--- src/rtl/pc_fetch_unit.sv ---
`default_nettype none
// ============================================================================
//  Module   : pc_fetch_unit
//  Desc     : Program counter and instruction fetch sequencer. A three-state
//             FSM (IDLE -> FETCH -> EXEC -> FETCH ...) requests an instruction
//             at PC, latches it on ack, holds it for decode until retire, then
//             advances PC sequentially or to a word-aligned branch target.
//  Config   : MISALIGN_TRAP_EN - when defined, a taken branch to a target
//             with target[1] set redirects to TRAP_VECTOR and pulses
//             misalign_trap for one cycle. When undefined, target[1:0] is
//             simply cleared and misalign_trap is tied low.
//  Revision : 1.0 - initial release
// ============================================================================
module pc_fetch_unit #(
    parameter logic [31:0] RESET_VECTOR = 32'h0000_0000,
    parameter logic [31:0] TRAP_VECTOR  = 32'h0000_0100
) (
    input  logic        clk,
    input  logic        rst,
    input  logic        PC_src,
    input  logic [31:0] target,
    input  logic        retire,
    output logic        imem_req,
    output logic [31:0] imem_addr,
    input  logic        imem_ack,
    input  logic [31:0] imem_rdata,
    output logic [31:0] instr,
    output logic        instr_valid,
    output logic [31:0] PC,
    output logic [31:0] PC_plus4,
    output logic        misalign_trap
);

    typedef enum logic [1:0] {
        IDLE  = 2'd0,
        FETCH = 2'd1,
        EXEC  = 2'd2
    } state_t;

    state_t      r_state;
    logic [31:0] w_next_pc;

    // Sequential successor wraps naturally in 32-bit arithmetic.
    assign PC_plus4  = PC + 32'd4;
    assign imem_addr = PC;

    // Next PC chosen at retire; branch targets are forced word-aligned.
    assign w_next_pc = PC_src ? {target[31:2], 2'b00} : PC_plus4;

`ifdef MISALIGN_TRAP_EN
    // target[0] plays no role even with trapping enabled.
    logic w_unused;
    assign w_unused = target[0];

    // Fetch sequencer with misaligned-target trap.
    always_ff @(posedge clk or posedge rst) begin
        if (rst) begin
            r_state       <= IDLE;
            PC            <= {RESET_VECTOR[31:2], 2'b00};
            instr         <= 32'd0;
            instr_valid   <= 1'b0;
            imem_req      <= 1'b0;
            misalign_trap <= 1'b0;
        end else begin
            misalign_trap <= 1'b0;
            case (r_state)
                IDLE: begin
                    r_state  <= FETCH;
                    imem_req <= 1'b1;
                end
                FETCH: begin
                    if (imem_ack) begin
                        r_state     <= EXEC;
                        instr       <= imem_rdata;
                        instr_valid <= 1'b1;
                        imem_req    <= 1'b0;
                    end
                end
                EXEC: begin
                    if (retire) begin
                        r_state     <= FETCH;
                        instr_valid <= 1'b0;
                        imem_req    <= 1'b1;
                        if (PC_src && target[1]) begin
                            PC            <= {TRAP_VECTOR[31:2], 2'b00};
                            misalign_trap <= 1'b1;
                        end else begin
                            PC <= w_next_pc;
                        end
                    end
                end
                default: begin
                    r_state     <= IDLE;
                    instr_valid <= 1'b0;
                    imem_req    <= 1'b0;
                end
            endcase
        end
    end
`else
    // Low target bits and the trap vector have no function in this build.
    logic w_unused;
    assign w_unused      = ^{target[1:0], TRAP_VECTOR};
    assign misalign_trap = 1'b0;

    // Fetch sequencer without trapping.
    always_ff @(posedge clk or posedge rst) begin
        if (rst) begin
            r_state     <= IDLE;
            PC          <= {RESET_VECTOR[31:2], 2'b00};
            instr       <= 32'd0;
            instr_valid <= 1'b0;
            imem_req    <= 1'b0;
        end else begin
            case (r_state)
                IDLE: begin
                    r_state  <= FETCH;
                    imem_req <= 1'b1;
                end
                FETCH: begin
                    if (imem_ack) begin
                        r_state     <= EXEC;
                        instr       <= imem_rdata;
                        instr_valid <= 1'b1;
                        imem_req    <= 1'b0;
                    end
                end
                EXEC: begin
                    if (retire) begin
                        r_state     <= FETCH;
                        instr_valid <= 1'b0;
                        imem_req    <= 1'b1;
                        PC          <= w_next_pc;
                    end
                end
                default: begin
                    r_state     <= IDLE;
                    instr_valid <= 1'b0;
                    imem_req    <= 1'b0;
                end
            endcase
        end
    end
`endif

endmodule
`default_nettype wire

--- config.mk ---
export PLATFORM = sky130hd
export DESIGN_NAME = pc_fetch_unit
export DESIGN_NICKNAME = d
export VERILOG_FILES = /design/src/rtl/pc_fetch_unit.sv
export SDC_FILE = /design/constraint.sdc
export NUM_CORES = 1
export LEC_CHECK = 0
export CORE_MARGIN = 4
export CORE_UTILIZATION = 41
export CTS_CLUSTER_DIAMETER = 80
export DETAILED_ROUTE_END_ITERATION = 10
export PLACE_DENSITY = 0.89
export SLEW_MARGIN = 20
export SYNTH_ARGS = -nofsm -noshare
export SYNTH_HDL_FRONTEND = slang
export SYNTH_SLANG_ARGS = --single-unit
export TNS_END_PERCENT = 30
--- constraint.sdc ---
create_clock -name clk -period 2.9 [get_ports clk]
set_clock_uncertainty 0.05 [all_clocks]
set_input_delay 0.58 -clock clk [delete_from_list [all_inputs] [get_ports clk]]
set_output_delay 0.58 -clock clk [all_outputs]
set_load 0.05 [all_outputs]
==> results.yml <==
worst_setup_path:
  worst-r2r-cell-count: 4
  crit_path_start_kind: "register"
  crit_start: "PC[3]"
  reg2reg_from: "r_state[0]"
  cp-end-kind: "output port"
  cp_max_fo: 17
  worstPathRequired_ns: 2.27
  crit_arrival_ns: 2.17
  criticalPathCategory: "register to output port"
place:
  placed_area_sq_um: 6180
  place_inst: 701
  post-dp-hpwl_mm: 9.436
  place_ws_ns: 0.2325
  gp_congestion: 0.8753
  port_buffers: 190
sta:
  whs_ns: 0.4588
  finalSetupViolCount: 0
  min_period_over_period_pct: 96.60
  maxSlewViolCount: 0
  hold_viol: 0
  tightest_slew_ns: 0.6106
  setup_ws_ns: 0.09850
  fmaxAchievable_mhz: 357.0
  min_period_ns: 2.801
  slew_headroom_pct: 59.17
floorplan:
  die_h_microns: 107.7
  die_x_microns: 107.7
  io_pins: 200
  dieArea_sq_um: 11590
  rows: 36
  start_util_pct: 41.85
  coreArea_sq_um: 9729
cts:
  path_clk_slew_ns: 0.08
  clockRootBuffer: "clkbuf_8"
  clk_path_buf_depth: 2
  cts_tree: "built"
  cts_buffers: 9
  cts_htree_levels: 3
  clock_latency_ns: 0.34
  clock_sinks: 65
finish:
  synthToLayoutAreaGrowth_pct: 60.11
  final_core_util_pct: 67.00
  stdcell_area_sq_um: 6519
  n_antenna_cell: 0
  nFillCells: 767
  nNetsFinal: 657
  drive_above_1_share_pct: 23.82
  instances_no_fill: 725
routing:
  firstDrtPassIters: 6
  vias: 3941
  remaining_drc_errors: 0
  drt-total-wl_mm: 12.71
  post_drt_wl_per_cell_microns: 17.53
  postRouteAntennaNets: 0
  vias_per_cell: 5.436
  drt-initial-drc-count: 155
min_path:
  worstHoldPathType: "register to register"
  min_from: "instr[28]"
  hold_depth: 1
synthesis:
  synth-seq-cells: 65
  synthDistinctLibCells: 53
  synth_common_cells: "65 x dfrtp_1, 40 x buf_4, 32 x mux2_2, 25 x nand3_1, 22 x xnor2_1"
  synthArstFlopShare_pct: 100.0
  syn-instance-count: 424
  syn-cell-area_sq_um: 4071
  synth.area.top_cells: "dfrtp_1 40%, mux2_2 8.9%, buf_4 7.4%"
  yosysTopAreaCell: "dfrtp_1"
  synth_top_flop_cell: "dfrtp_1"
  synth_edf_count: 0
  yosys_warnings: 0
  synth_top_area_share_pct: 39.95
  syn_avg_cell_area_sq_um: 9.602
  yosysMostFrequentCell: "dfrtp_1"
  yosysSeqAreaShare_pct: 39.95
power_and_ir_drop:
  ir_drop_mv: 0.7486
  leakage_nw: 2.672
  pwr_density_cell_nw_per_um2: 1229
status:
  status: "completed"
global_routing:
  antenna_found_initial: 0
  grt_max_degree: 55
  grt_usage_pct: 21.73
  grt_pass1_wl_mm: 20.39
  grt_overflow_total: 0
  grt_pass1_vias: 3986
run:
  drv_cap: 0
registers in the layout, indices dropped and copies added, names as in the netlist:
signal and cells:
PC 30, instr 32, instr_valid 1, r_state 2
cell families after synthesis:
| logic type | share of synthesized area (%) |
|---|---|
| and+or+nand+nor | 18.99 |
| buffers and inverters | 11.74 |
| AOI/OAI and AO/OA | 12.75 |
| DFF | 39.95 |
| muxes | 10.57 |
| xor gates and xnor gates | 5.593 |
| adders and majority gates | 0.3073 |
| other | 0.09211 |
report_power, final:
part           leakage [nW]  switching (mW)  internal [mW]
clock                 0.100           0.391          0.405
combinational          1.85            3.44           2.00
sequential            0.717           0.465           1.31
metal layers:
layer | GRT usage [%] | up-vias | share of wire, %
li1 | - | 1809 | -
met1 | 26.65 | 1921 | 38
met2 | 37.12 | 198 | 53
met3 | 5.939 | 13 | 7.8
met4 | 6.673 | 0 | 1.2
met5 | 0 | - | 0
area by class of cell:
class | count | area [sq um] | share of cell area [%]
Tap cell | 133 | 166.4 | 2.553
Clock inverter | 7 | 77.57 | 1.190
Sequential cell | 65 | 1648 | 25.28
Multi-Input combinational cell | 281 | 2142 | 32.86
Timing Repair Buffer | 212 | 2293 | 35.18
Clock buffer | 9 | 123.9 | 1.900
Inverter | 18 | 67.56 | 1.036
layout by cell type, fill, tap and decap left out, drive strengths merged, types with 10 or more instances in the layout:
cell	count
nand2	17
nand4	16
a21oi	11
clkdlybuf4s50	163
buf	48
nor3	21
o21ai	14
mux2	32
nor2	22
inv	20
a31oi	10
dfrtp	65
nand3	25
xnor2	22
critical path: stages (launching register included):
cell     delay (ns)
dfrtp_2        0.45
ha_4           0.19
nand4_2        0.20
nor2_2         0.20
buf_6          0.20
nand3_1        0.22
xnor2_4        0.22
buf_12         0.15
metrics by stage:
step | total power [mW] | setup TNS [ns]
after floorplan | 5.372 | -1.821
after global placement | 7.016 | 0
after detailed placement | 7.146 | 0
after CTS | 7.977 | -0.001624
final | 8.010 | 0
after global routing | 8.366 | -0.008356
path summary, 6_finish.rpt:
kind | endpoint | slack, ns
setup / recovery | PC_plus4[30] | 0.1
hold / removal | instr[28] | 0.46
setup reg to reg | PC[31] | 0.95
hold reg to reg | instr[28] | 0.46
max in group asynchronous | PC[31] | 1.65
min in group asynchronous | instr[17] | 0.49
timing repair:
action | 4_1_cts | 5_1_grt
endpoints found under the hold margin | 0 | 0
hold buffers | 0 | 0
endpoints found under the setup margin | 16 | 16
pin swaps | 1 | 5
gates resized for setup | 9 | 18
setup buffers | 1 | 7
Power figures use the tool's default switching activity.
